## src/rtl/rv_multicycle_ctrl.sv

```systemverilog
// ============================================================================
// Module   : rv_multicycle_ctrl
// Purpose  : Multi-cycle control sequencer for the RV32I core. Steps each
//            instruction through FETCH, DECODE, EXEC, MEM and WB, drives the
//            datapath strobes and immediate-format select, runs the memory
//            req/ack handshake, halts on SYSTEM/illegal opcodes and counts
//            retired instructions.
// Revision : 1.0 - initial release
// ----------------------------------------------------------------------------
// Ports
//   clk           in   1   core clock, rising edge
//   rst_n         in   1   synchronous active-low reset
//   instr         in  32   IR contents, valid from DECODE onward
//   branch_taken  in   1   comparator result, sampled in EXEC
//   mem_ack       in   1   memory completion for the current request
//   mem_req       out  1   memory request, held until mem_ack
//   mem_we        out  1   store qualifier (MEM only)
//   ir_we         out  1   latch instruction from memory data
//   pc_we         out  1   update PC
//   pc_src        out  2   0 pc+4, 1 pc+imm, 2 ALU (JALR)
//   rf_we         out  1   register-file write
//   wb_sel        out  2   0 ALU, 1 load data, 2 pc+4
//   alu_a_sel     out  2   0 rs1, 1 pc, 2 zero
//   alu_b_sel     out  1   0 rs2, 1 imm
//   imm_sel       out  3   0 I, 1 S, 2 B, 3 U, 4 J, 7 none
//   halted        out  1   in HALT
//   retire        out  1   one-cycle pulse per completed instruction
//   instret       out 32   retired-instruction count
// ============================================================================
`default_nettype none

module rv_multicycle_ctrl #(
  parameter bit RESET_STATE_FETCH = 1'b1
) (
  input  logic        clk,
  input  logic        rst_n,
  input  logic [31:0] instr,
  input  logic        branch_taken,
  input  logic        mem_ack,
  output logic        mem_req,
  output logic        mem_we,
  output logic        ir_we,
  output logic        pc_we,
  output logic [1:0]  pc_src,
  output logic        rf_we,
  output logic [1:0]  wb_sel,
  output logic [1:0]  alu_a_sel,
  output logic        alu_b_sel,
  output logic [2:0]  imm_sel,
  output logic        halted,
  output logic        retire,
  output logic [31:0] instret
);

  localparam logic [6:0] c_OP_LUI    = 7'b0110111;
  localparam logic [6:0] c_OP_AUIPC  = 7'b0010111;
  localparam logic [6:0] c_OP_JAL    = 7'b1101111;
  localparam logic [6:0] c_OP_JALR   = 7'b1100111;
  localparam logic [6:0] c_OP_BRANCH = 7'b1100011;
  localparam logic [6:0] c_OP_LOAD   = 7'b0000011;
  localparam logic [6:0] c_OP_STORE  = 7'b0100011;
  localparam logic [6:0] c_OP_OPIMM  = 7'b0010011;
  localparam logic [6:0] c_OP_OP     = 7'b0110011;
  localparam logic [6:0] c_OP_FENCE  = 7'b0001111;

  localparam logic [2:0] c_IMM_I    = 3'd0;
  localparam logic [2:0] c_IMM_S    = 3'd1;
  localparam logic [2:0] c_IMM_B    = 3'd2;
  localparam logic [2:0] c_IMM_U    = 3'd3;
  localparam logic [2:0] c_IMM_J    = 3'd4;
  localparam logic [2:0] c_IMM_NONE = 3'd7;

  typedef enum logic [2:0] {
    S_FETCH  = 3'd0,
    S_DECODE = 3'd1,
    S_EXEC   = 3'd2,
    S_MEM    = 3'd3,
    S_WB     = 3'd4,
    S_HALT   = 3'd5
  } state_t;

  localparam state_t c_RESET_STATE = RESET_STATE_FETCH ? S_FETCH : S_HALT;

  state_t      state_q, state_d;
  logic        in_reset_q;   // last edge sampled rst_n low
  logic [31:0] instret_q;
  logic [6:0]  opcode;
  logic [2:0]  imm_dec;
  logic        legal;
  logic        unused_instr_hi;

  assign opcode          = instr[6:0];
  assign unused_instr_hi = ^instr[31:7];
  assign instret         = instret_q;

  // Opcode classification: immediate format and legality.
  always_comb begin
    imm_dec = c_IMM_NONE;
    legal   = 1'b1;
    case (opcode)
      c_OP_LUI, c_OP_AUIPC:             imm_dec = c_IMM_U;
      c_OP_JAL:                         imm_dec = c_IMM_J;
      c_OP_JALR, c_OP_LOAD, c_OP_OPIMM: imm_dec = c_IMM_I;
      c_OP_STORE:                       imm_dec = c_IMM_S;
      c_OP_BRANCH:                      imm_dec = c_IMM_B;
      c_OP_OP, c_OP_FENCE:              imm_dec = c_IMM_NONE;
      default:                          legal   = 1'b0;
    endcase
  end

  always_ff @(posedge clk) begin
    if (!rst_n) begin
      state_q    <= c_RESET_STATE;
      in_reset_q <= 1'b1;
      instret_q  <= 32'd0;
    end else begin
      state_q    <= state_d;
      in_reset_q <= 1'b0;
      if (retire) begin
        instret_q <= instret_q + 32'd1;
      end
    end
  end

  always_comb begin
    state_d   = state_q;
    mem_req   = 1'b0;
    mem_we    = 1'b0;
    ir_we     = 1'b0;
    pc_we     = 1'b0;
    pc_src    = 2'd0;
    rf_we     = 1'b0;
    wb_sel    = 2'd0;
    alu_a_sel = 2'd0;
    alu_b_sel = 1'b0;
    imm_sel   = c_IMM_NONE;
    halted    = 1'b0;
    retire    = 1'b0;

    case (state_q)
      S_FETCH: begin
        mem_req = 1'b1;
        if (mem_ack) begin
          ir_we   = 1'b1;
          state_d = S_DECODE;
        end
      end

      S_DECODE: begin
        imm_sel = imm_dec;
        state_d = legal ? S_EXEC : S_HALT;
      end

      S_EXEC: begin
        imm_sel = imm_dec;
        state_d = S_WB;
        case (opcode)
          c_OP_OP: ;
          c_OP_OPIMM, c_OP_JALR: alu_b_sel = 1'b1;
          c_OP_LOAD, c_OP_STORE: begin
            alu_b_sel = 1'b1;
            state_d   = S_MEM;
          end
          c_OP_AUIPC: begin
            alu_a_sel = 2'd1;
            alu_b_sel = 1'b1;
          end
          c_OP_LUI: begin
            alu_a_sel = 2'd2;
            alu_b_sel = 1'b1;
          end
          c_OP_JAL: ;
          c_OP_BRANCH: begin
            pc_we   = 1'b1;
            pc_src  = branch_taken ? 2'd1 : 2'd0;
            retire  = 1'b1;
            state_d = S_FETCH;
          end
          c_OP_FENCE: begin
            pc_we   = 1'b1;
            retire  = 1'b1;
            state_d = S_FETCH;
          end
          default: state_d = S_HALT;
        endcase
      end

      S_MEM: begin
        imm_sel = imm_dec;
        mem_req = 1'b1;
        mem_we  = (opcode == c_OP_STORE);
        if (mem_ack) begin
          if (opcode == c_OP_LOAD) begin
            state_d = S_WB;
          end else begin
            pc_we   = 1'b1;
            retire  = 1'b1;
            state_d = S_FETCH;
          end
        end
      end

      S_WB: begin
        imm_sel = imm_dec;
        rf_we   = 1'b1;
        pc_we   = 1'b1;
        retire  = 1'b1;
        state_d = S_FETCH;
        if (opcode == c_OP_LOAD) begin
          wb_sel = 2'd1;
        end else if (opcode == c_OP_JAL || opcode == c_OP_JALR) begin
          wb_sel = 2'd2;
        end
        if (opcode == c_OP_JAL) begin
          pc_src = 2'd1;
        end else if (opcode == c_OP_JALR) begin
          pc_src = 2'd2;
        end
      end

      S_HALT: begin
        halted = 1'b1;
      end

      default: state_d = c_RESET_STATE;
    endcase

    // While reset is being applied the block is quiet and frozen; this also
    // swallows any late mem_ack from a request cut short by reset.
    if (in_reset_q) begin
      state_d   = state_q;
      mem_req   = 1'b0;
      mem_we    = 1'b0;
      ir_we     = 1'b0;
      pc_we     = 1'b0;
      pc_src    = 2'd0;
      rf_we     = 1'b0;
      wb_sel    = 2'd0;
      alu_a_sel = 2'd0;
      alu_b_sel = 1'b0;
      imm_sel   = c_IMM_NONE;
      halted    = 1'b0;
      retire    = 1'b0;
    end
  end

endmodule

`default_nettype wire

```

## config.mk

```make
export PLATFORM = sky130hd
export DESIGN_NAME = rv_multicycle_ctrl
export DESIGN_NICKNAME = d
export VERILOG_FILES = /design/src/rtl/rv_multicycle_ctrl.sv
export SDC_FILE = /design/constraint.sdc
export NUM_CORES = 1
export LEC_CHECK = 0
export BUFFER_PORTS_ARGS = -buffer_cell sky130_fd_sc_hd__buf_2
export CORE_ASPECT_RATIO = 0.9
export CORE_MARGIN = 2
export CORE_UTILIZATION = 50
export CTS_BUF_LIST = sky130_fd_sc_hd__clkbuf_4
export DETAILED_ROUTE_END_ITERATION = 10
export PLACE_DENSITY_LB_ADDON = 0.3
export SLEW_MARGIN = 40
export SYNTH_ARGS = -nofsm -noshare
export SYNTH_HDL_FRONTEND = slang
export SYNTH_SLANG_ARGS = --single-unit
```

## constraint.sdc

```tcl
create_clock -name clk -period 3.8 [get_ports clk]
set_clock_uncertainty 0.05 [all_clocks]
set_input_delay 0.57 -clock clk [delete_from_list [all_inputs] [get_ports clk]]
set_output_delay 0.57 -clock clk [all_outputs]
set_load 0.1 [all_outputs]
```

==> results of run 1 <==
[kinds of logic after synthesis]
kind of cell | count (synthesis)
simple gates | 150
xor+xnor | 7
compound gates | 72
buf+inv | 38
flops | 36
fa+ha+maj | 1
mux | 9
[power breakdown]
part | total (mW) | internal (mW) | switching (mW) | leakage (nW)
Clock | 0.214 | 0.0855 | 0.128 | 0.0338
Sequential | 0.386 | 0.379 | 0.00716 | 0.291
Combinational | 0.0899 | 0.0232 | 0.0666 | 0.803
[worst min-delay path, delay by kind of cell, from the launching register on]
family	cells	cell delay, ns
simple gates	1	0.05
flops	1	0.33
mux	1	0.05
[stage by stage]
step	power (mW)	instance area, µm²	setup TNS (ns)	utilization	hold WS, ns
2_1_floorplan	0.467	2460	-0.155	-	0.629
3_3_place_gp	0.481	2740	0	0.574	0.401
3_5_place_dp	0.484	2740	0	0.574	0.420
4_1_cts	0.694	2800	0	0.586	0.434
5_1_grt	0.717	2800	0	0.586	0.462
6_report	0.690	2800	0	0.586	0.429
[flip-flops by register name (all words and copies together), names as in the netlist]
register / flops
state_q: 3
in_reset_q: 1
instret: 32
[final timing paths]
| check | from | end | cells past startpoint |
|---|---|---|---|
| worst min register to register | instret[31] | instret[31] | 2 |
| worst max-delay path | state_q[1] | retire | 5 |
| worst min-delay path | instret[31] | instret[31] | 2 |
| worst max register to register | state_q[1] | instret[14] | 6 |
[final cells by class]
cell class / count / area share
Clock buffer: 7 / 0.0188
Clock inverter: 1 / 0.00134
Inverter: 16 / 0.0215
Multi-Input combinational cell: 239 / 0.564
Sequential cell: 36 / 0.257
Tap cell: 65 / 0.0291
Timing Repair Buffer: 60 / 0.108
[placed cells by master (no fill, tap or decap), drive strengths merged, types with 5 or more instances in the layout]
cell type	count
nor2	26
o31ai	5
nor3	7
buf	60
o21ai	18
nand2b	12
o311ai	5
a31oi	5
nand3	17
inv	16
nand2	30
nor4	5
a21oi	19
nand4	12
clkbuf	7
dfxtp	36
xnor2	6
o41ai	5
and3	5
mux2i	8
or3	9
[layer usage]
layer  part of all wire  global-route usage  routed length (µm)  up-vias
met5                  0                   0                   0        -
met1               0.48               0.311                2890     1154
met3              0.061              0.0401                 367        3
met4             0.0058              0.0437                  35        0
li1                   -                   -                   -     1240
met2               0.45               0.334                2710       65
==> reports/metrics.cfg, run 1 <==
[sta]
slew_limit_headroom=0.504
finalSetupViolations=0
fmax_mhz=321
grt_setup_unrepaired=no
fin_crit_sh=0.819
worst_slew_pin_slew_ns=0.738
timing_max_transition_violations_final=0
timing.final.hold_violations=0
final_min_period_ns=3.11
final.setup.worst_slack_ns=0.686

[critical_path]
crit_path_max_incr_delay_ns=0.58
worstPathMaxFanout=13
crit_chain=nor4b_2, o2111a_1, nor3_4, inv_1, buf_2
critPathKind=reg -> out
worst_setup_path_start_kind=flip-flop
critPathRequiredTime_ns=3.18
crit_path_end_kind=primary output
rrSetupSlack_ns=1.28
worst_path_dominant_cell_family=buffers and inverters
timing.critical_path.slowest_stage_cell=sky130_fd_sc_hd__dfxtp_1
critical_path_buf_inv_count=2
critical_path_arrival_ns=2.49

[placement]
gp_routability_congestion=0.860
cell_count_post_placement=416
detailed_place_hpwl_um=4220
total_of_buffers_placed_on_input_and_output_ports=59
dpl_worst_slack_ns=0.888

[drt]
detail_route.iter0.violations=181
route.vias.total=2462
post_detailed_routing_wire_length_um=6000
drc=0
post_drt_wl_per_cell_um=14.1
routed_via_density=5.81
detailedRoute.firstPassIterationCount=4
route.antenna.remaining_nets=0

[yosys]
synth_fp_nets=350
syn_avg_cell_area_um2=7.80
share_of_the_yosys_chip_area_belonging_to_registers=0.295
synth_common_cells=sky130_fd_sc_hd__dfxtp_1 (36), sky130_fd_sc_hd__nand2_1 (30), sky130_fd_sc_hd__nor2_1 (26), sky130_fd_sc_hd__a21oi_1 (19), sky130_fd_sc_hd__o21ai_0 (18)
synth.most_common_cell=sky130_fd_sc_hd__dfxtp_1
synth_xor_xnor_area_share=0.0251
netlist_area_um2=2440
ys_ff_latch=36
synthesis.yosys.warnings=0
asyncSetResetFlopFracSynth=0
synth_edf_count=0
synth_mux_area_frac=0.0374
synth_simple_gate_area_frac=0.371
synth-compound-area-share=0.200
largest_family_of_logic_cells_by_synthesized_area=simple AND/OR/NAND/NOR gates
netlist_instances=313
post_synthesis_adder_cell_area_fraction=0.00512
ys_types=60
synth_area_leaders=sky130_fd_sc_hd__dfxtp_1 (30%), sky130_fd_sc_hd__nand2_1 (4.6%), sky130_fd_sc_hd__nor2_1 (4.0%)
synth_largest_area_cell=sky130_fd_sc_hd__dfxtp_1
synthDominantCellAreaShare=0.295
synthFlopType=sky130_fd_sc_hd__dfxtp_1

[clock_tree]
holdBufCountCts=0
cts_post_setup_buffers_inserted=0
ctsResizeCount=0
numClockSinks=36
clk_transition_reported_paths_ns=0.11
number_of_buffers_added_by_the_clock_tree_synthesis_step=5
cts_root_buffer=sky130_fd_sc_hd__clkbuf_4
cts_htree_levels=2
clock_tree_from_tritoncts=built
clk_latency_ns=0.34
cts.path.max_buffers=2

[finish]
syn_to_final_growth_pct=14.6
diodes=0
drive_gt1_frac=0.237
fillers=456
layout.nets=395
seqCellArea_um2=721
final_cell_count_no_fill=424
multi_input_area_um2=1580

[job]
max-cap-violations=0

[power_and_ir_drop]
power_density_nw_per_um2=246
vdd.ir_drop.worst_mv=0.158
power.static_leakage_nw=1.13

[global_route]
groute.usage.overall=0.215
grt_antenna_before_repair=0
grt_pass1_wl_um=9650
globalRoute.totalOverflow=0
first_global_vias=2086
grt_start_max_net_pins=35

[floorplan]
total_die_area_um2=5460
die_width_um=77.7
initial_core_utilization=0.512
core_um2=4770
io_pins=85
fp-row-count=24
die-height_um=70.3

[worst_hold_path]
worstHoldPathType=reg -> reg

[run_status]
run_status=finished, final reports clean

(Power assumes the default switching activity.)
==> run 2: changes to the inputs <==
--- a/config.mk
+++ b/config.mk
@@ -5,10 +5,11 @@
 export SDC_FILE = /design/constraint.sdc
 export NUM_CORES = 1
 export LEC_CHECK = 0
+export ABC_AREA = 1
 export BUFFER_PORTS_ARGS = -buffer_cell sky130_fd_sc_hd__buf_2
 export CORE_ASPECT_RATIO = 0.9
 export CORE_MARGIN = 2
-export CORE_UTILIZATION = 50
+export CORE_UTILIZATION = 47
 export CTS_BUF_LIST = sky130_fd_sc_hd__clkbuf_4
 export DETAILED_ROUTE_END_ITERATION = 10
 export PLACE_DENSITY_LB_ADDON = 0.3
==> constraint.sdc (replaced) <==
create_clock -name clk -period 2.6 [get_ports clk]
set_clock_uncertainty 0.05 [all_clocks]
set_input_delay 0.39 -clock clk [delete_from_list [all_inputs] [get_ports clk]]
set_output_delay 0.39 -clock clk [all_outputs]
set_load 0.1 [all_outputs]
==> run 2 against run 1 <==
Sequential power grew 46%. Critical path type unchanged. Global-route usage increased by 1.9 points. Critical path depth rose by 3. Final area is 8.2% higher. Highest routed layer unchanged.
==> reports/metrics.cfg, run 2 <==
[drt]
route.vias.total=2744
route.antenna.remaining_nets=0
post_detailed_routing_wire_length_um=6510
post_drt_wl_per_cell_um=12.5
routed_via_density=5.28
detail_route.iter0.violations=260
drc=0
detailedRoute.firstPassIterationCount=5

[yosys]
syn_avg_cell_area_um2=6.40
synthesis.yosys.warnings=0
netlist_instances=395
share_of_the_yosys_chip_area_belonging_to_registers=0.285
ys_types=37
asyncSetResetFlopFracSynth=0
synth.most_common_cell=sky130_fd_sc_hd__nand2_1
netlist_area_um2=2530
synth_fp_nets=432
synthFlopType=sky130_fd_sc_hd__dfxtp_1
synth_area_leaders=sky130_fd_sc_hd__dfxtp_1 (29%), sky130_fd_sc_hd__nand2_1 (16%), sky130_fd_sc_hd__nor2_1 (8.3%)
ys_ff_latch=36
synth_common_cells=sky130_fd_sc_hd__nand2_1 (111), sky130_fd_sc_hd__nor2_1 (56), sky130_fd_sc_hd__inv_1 (38), sky130_fd_sc_hd__dfxtp_1 (36), sky130_fd_sc_hd__nand3_1 (27)
synthDominantCellAreaShare=0.285
synth_edf_count=0
synth_largest_area_cell=sky130_fd_sc_hd__dfxtp_1

[worst_hold_path]
timing.hold.worst.start=rst_n
worstHoldPathType=in -> reg

[finish]
post_route_cell_area_um2=3030
drive_gt1_frac=0.234
diodes=0
layout.nets=490
most-common-layout-cells=sky130_fd_sc_hd__nand2_1 (111), sky130_fd_sc_hd__nor2_1 (52), sky130_fd_sc_hd__buf_2 (49), sky130_fd_sc_hd__inv_1 (38), sky130_fd_sc_hd__dfxtp_1 (36)
commonest_non_fill_non_tap_cell_in_the_layout=sky130_fd_sc_hd__nand2_1
syn_to_final_growth_pct=19.9
largest_reg_flops=32

[clock_tree]
clk_transition_reported_paths_ns=0.11
clock_tree_from_tritoncts=built
number_of_buffers_added_by_the_clock_tree_synthesis_step=5
cts_htree_levels=2
clk_latency_ns=0.33
cts_root_buffer=sky130_fd_sc_hd__clkbuf_4
cts.path.max_buffers=2
numClockSinks=36

[critical_path]
critical_path_arrival_ns=2.01
critPathRequiredTime_ns=2.16
worstPathMaxFanout=6
crit_path_start=state_q[2]
crit_path_end_kind=primary output
worst_setup_path_start_kind=flip-flop
critPathKind=reg -> out
r2r_start=instret[1]

[power_and_ir_drop]
switching_share=0.297
power_frac_clock=0.290
power_density_nw_per_um2=319
power.share.combinational=0.128
p_sw_mw=0.286
p_int_mw=0.678
power.static_leakage_nw=1.26
vdd.ir_drop.worst_mv=0.219
power.share.sequential=0.582

[placement]
placed_area_um2=2970
detailed_place_hpwl_um=5080
gp_routability_congestion=0.937
total_of_buffers_placed_on_input_and_output_ports=59

[global_route]
grt_antenna_before_repair=0
first_global_vias=2405
grt_pass1_wl_um=11100
grt_start_max_net_pins=34
globalRoute.totalOverflow=0
groute.usage.overall=0.234

[floorplan]
fp-row-count=25
io_pins=85
die_width_um=81.3
core_um2=5220
die-height_um=73.6
total_die_area_um2=5980
initial_core_utilization=0.484

[sta]
totalNegativeSetupSlack_ns=0
final_min_period_ns=2.45
timing.final.hold_violations=0
slew_limit_headroom=0.631
finalSetupViolations=0
timing_max_transition_violations_final=0
grt_setup_unrepaired=no
worst_slew_pin_slew_ns=0.552
fin_crit_sh=0.944
fmax_mhz=407

[job]
max-cap-violations=0

[run_status]
run_status=finished, final reports clean

-- run 2: path summary, 6_finish.rpt --
check | to | slack, ns | cells after the start
hold reg to reg | instret[31] | 0.45 | 2
setup reg to reg | instret[20] | 0.69 | 9
hold / removal | instret[2] | 0.30 | 3
setup / recovery | alu_a_sel[1] | 0.15 | 8
-- run 2: kinds of logic (layout without fill, tap and decap cells) --
kind of cell / Yosys count / count (layout) / share of synthesized area
AND/OR/NAND/NOR: 245 / 245 / 0.438
buffers and inverters: 49 / 107 / 0.0946
AO/OA/AOI/OAI: 44 / 44 / 0.107
flip-flops: 36 / 36 / 0.285
XOR/XNOR: 20 / 20 / 0.0693
adder cells (fa/ha/maj): 1 / 1 / 0.00495
-- run 2: layer usage --
layer  GRT usage  wire length [µm]  vias up
met2       0.368              2860      102
met4      0.0377                42        0
met1       0.340              3120     1247
met5           0                 0        -
met3      0.0405               476        7
li1            -                 -     1388
-- run 2: critical path, stage by stage (launching register included) --
cell,delay [ns]
sky130_fd_sc_hd__dfxtp_1,0.37
sky130_fd_sc_hd__inv_1,0.10
sky130_fd_sc_hd__nand2_1,0.14
sky130_fd_sc_hd__nor2_2,0.19
sky130_fd_sc_hd__inv_1,0.12
sky130_fd_sc_hd__nor2_1,0.22
sky130_fd_sc_hd__nand3_1,0.13
sky130_fd_sc_hd__nor2_1,0.11
sky130_fd_sc_hd__buf_4,0.30
-- run 2: per-stage QoR --
stage,power [mW],hold slack [ns],worst slack [ns],cells,utilization
2_1_floorplan,0.669,0.433,-0.148,395,-
3_3_place_gp,0.695,0.433,0.350,513,0.568
3_5_place_dp,0.696,0.435,0.310,513,0.568
4_1_cts,0.964,0.295,0.0661,520,0.578
5_1_grt,1.01,0.303,0.0188,520,0.580
6_report,0.964,0.301,0.146,520,0.580
-- run 2: final cells by class --
| cell class | count | area, µm² |
|---|---|---|
| flip-flops and latches | 36 | 721 |
| repair buffers | 60 | 407 |
| inverters | 40 | 155 |
| clock inverters | 2 | 7.51 |
| fillers | 533 | 2200 |
| well taps | 67 | 83.8 |
| multi-input cells | 310 | 1620 |
| clock buffers | 5 | 37.5 |
-- run 2: power by group through the flow --
stage / Sequential, mW / Combinational [mW] / Clock (mW)
4_1_cts: 0.561 / 0.123 / 0.281
5_1_grt: 0.563 / 0.134 / 0.315
2_1_floorplan: 0.578 / 0.0910 / 0
3_5_place_dp: 0.574 / 0.123 / 0
6_report: 0.562 / 0.123 / 0.280
3_3_place_gp: 0.574 / 0.121 / 0
-- run 2: repair_timing --
item | CTS | global route
setup endpoints to repair | 3 | 6
setup buffers | 0 | 0
hold buffers | 0 | 0
resized for setup | 3 | 3
==> run 3: changes to the inputs <==
--- a/config.mk
+++ b/config.mk
@@ -5,7 +5,6 @@
 export SDC_FILE = /design/constraint.sdc
 export NUM_CORES = 1
 export LEC_CHECK = 0
-export ABC_AREA = 1
 export BUFFER_PORTS_ARGS = -buffer_cell sky130_fd_sc_hd__buf_2
 export CORE_ASPECT_RATIO = 0.9
 export CORE_MARGIN = 2
==> run 3 against run 2 <==
Critical path depth down 3. Clock power about the same. Power up 3.4%. Maximum frequency down 1.6%. Sequential power about the same. Die area down 3.2%. First-iteration DRC count down 44%. Critical endpoint is now pc_we.
==> reports/metrics.cfg, run 3 (synthesis results as in run 1) <==
[run_status]
run_status=finished, final reports clean

[clock_tree]
holdBufCountCts=0
cts_htree_levels=2
cts_root_buffer=sky130_fd_sc_hd__clkbuf_4
number_of_buffers_added_by_the_clock_tree_synthesis_step=5
clk_transition_reported_paths_ns=0.10
clk_latency_ns=0.35
clock_tree_from_tritoncts=built
numClockSinks=36
cts.path.max_buffers=2

[placement]
dpl_worst_slack_ns=0.220
gp_routability_congestion=0.827
total_of_buffers_placed_on_input_and_output_ports=59
cell_count_post_placement=430
detailed_place_hpwl_um=4690

[critical_path]
critPathRequiredTime_ns=2.16
critical_path_arrival_ns=2.05
critPathKind=reg -> out
crit_path_end_kind=primary output
rrSetupSlack_ns=0.40
worstPathMaxFanout=10
worst_setup_path_start_kind=flip-flop

[sta]
finalSetupViolations=0
fmax_mhz=401
timing.final.hold_violations=0
final.setup.worst_slack_ns=0.107
fin_crit_sh=0.959
worst_slew_pin_slew_ns=0.639
final_min_period_ns=2.49
grt_setup_unrepaired=no
slew_limit_headroom=0.573
totalNegativeSetupSlack_ns=0
timing_max_transition_violations_final=0

[global_route]
globalRouteMet1Util=0.341
grt_antenna_before_repair=0
grt_pass1_wl_um=11000
groute.usage.overall=0.237
groute.layer.met2.usage=0.370
grt_start_max_net_pins=35
globalRoute.totalOverflow=0
grt.busiest_layer=met2
groute.layer.met3.usage=0.0386
first_global_vias=2362

[power_and_ir_drop]
power_density_nw_per_um2=319
vdd.ir_drop.worst_mv=0.198
power.static_leakage_nw=1.24

[finish]
commonest_non_fill_non_tap_cell_in_the_layout=sky130_fd_sc_hd__buf_2
diodes=0
multi_input_area_um2=1650
largest_reg_flops=32
syn_to_final_growth_pct=28.1
fillers=443
seqCellArea_um2=738
final_cell_count_no_fill=442
drive_gt1_frac=0.329
layout.nets=414
fin_util=0.635
most-common-layout-cells=sky130_fd_sc_hd__buf_2 (50), sky130_fd_sc_hd__nand2_1 (30), sky130_fd_sc_hd__dfxtp_1 (24), sky130_fd_sc_hd__nor2_1 (21), sky130_fd_sc_hd__buf_4 (21)

[worst_hold_path]
worstHoldPathType=in -> reg

[floorplan]
io_pins=85
die_width_um=80.0
initial_core_utilization=0.496
total_die_area_um2=5790
fp-row-count=24
die-height_um=72.4
core_um2=4920

[drt]
routed_via_density=5.85
route.vias.total=2584
drc=0
detail_route.iter0.violations=145
post_drt_wl_per_cell_um=14.7
route.antenna.remaining_nets=0
post_detailed_routing_wire_length_um=6520
detailedRoute.firstPassIterationCount=4

[job]
max-cap-violations=0

[run 3: critical path: stages, from the launching register on]
cell                         delay, ns
sky130_fd_sc_hd__dfxtp_2          0.39
sky130_fd_sc_hd__nand4bb_1        0.33
sky130_fd_sc_hd__a211oi_4         0.41
sky130_fd_sc_hd__nor3_4           0.11
sky130_fd_sc_hd__clkinvlp_4       0.16
sky130_fd_sc_hd__buf_4            0.31
[run 3: worst paths after layout]
kind,startpoint,endpoint,cells after the start
hold reg to reg,instret[31],instret[31],2
setup reg to reg,state_q[2],instret[14],6
setup / recovery,state_q[2],pc_we,5
hold / removal,rst_n,state_q[2],2
[run 3: cell type report]
cell class | count | area share
Multi-Input combinational cell | 239 | 0.529
Sequential cell | 36 | 0.236
Timing Repair Buffer | 79 | 0.174
Tap cell | 65 | 0.0260
Inverter | 16 | 0.0216
Clock buffer | 5 | 0.0120
Clock inverter | 2 | 0.00240
[run 3: metal layers]
layer / vias to the layer above / routed length [µm]
li1: 1283 / -
met3: 8 / 401
met5: - / 0
met4: 0 / 60
met2: 76 / 2890
met1: 1217 / 3160
[run 3: power by group]
part	switching (mW)	internal (mW)	total, mW
combinational	0.107	0.0492	0.156
clock	0.183	0.0943	0.278
sequential	0.00932	0.554	0.564
total	0.300	0.698	0.997
[run 3: through the flow]
stage,hold slack (ns),area [µm²],total power [mW]
CTS,0.270,3110,1.00
global route,0.277,3130,1.04
finish,0.276,3130,0.997
detailed placement,0.415,3020,0.727
global placement,0.400,3020,0.724
floorplan,0.490,2570,0.691
[run 3: timing repair]
| action | CTS | global route |
|---|---|---|
| cloned | 0 | 0 |
| pin swaps | 0 | 0 |
| endpoints found under the hold margin | 0 | 0 |
| setup endpoints to repair | 2 | 5 |
| resized for setup | 4 | 4 |
| buffers inserted | 3 | 2 |
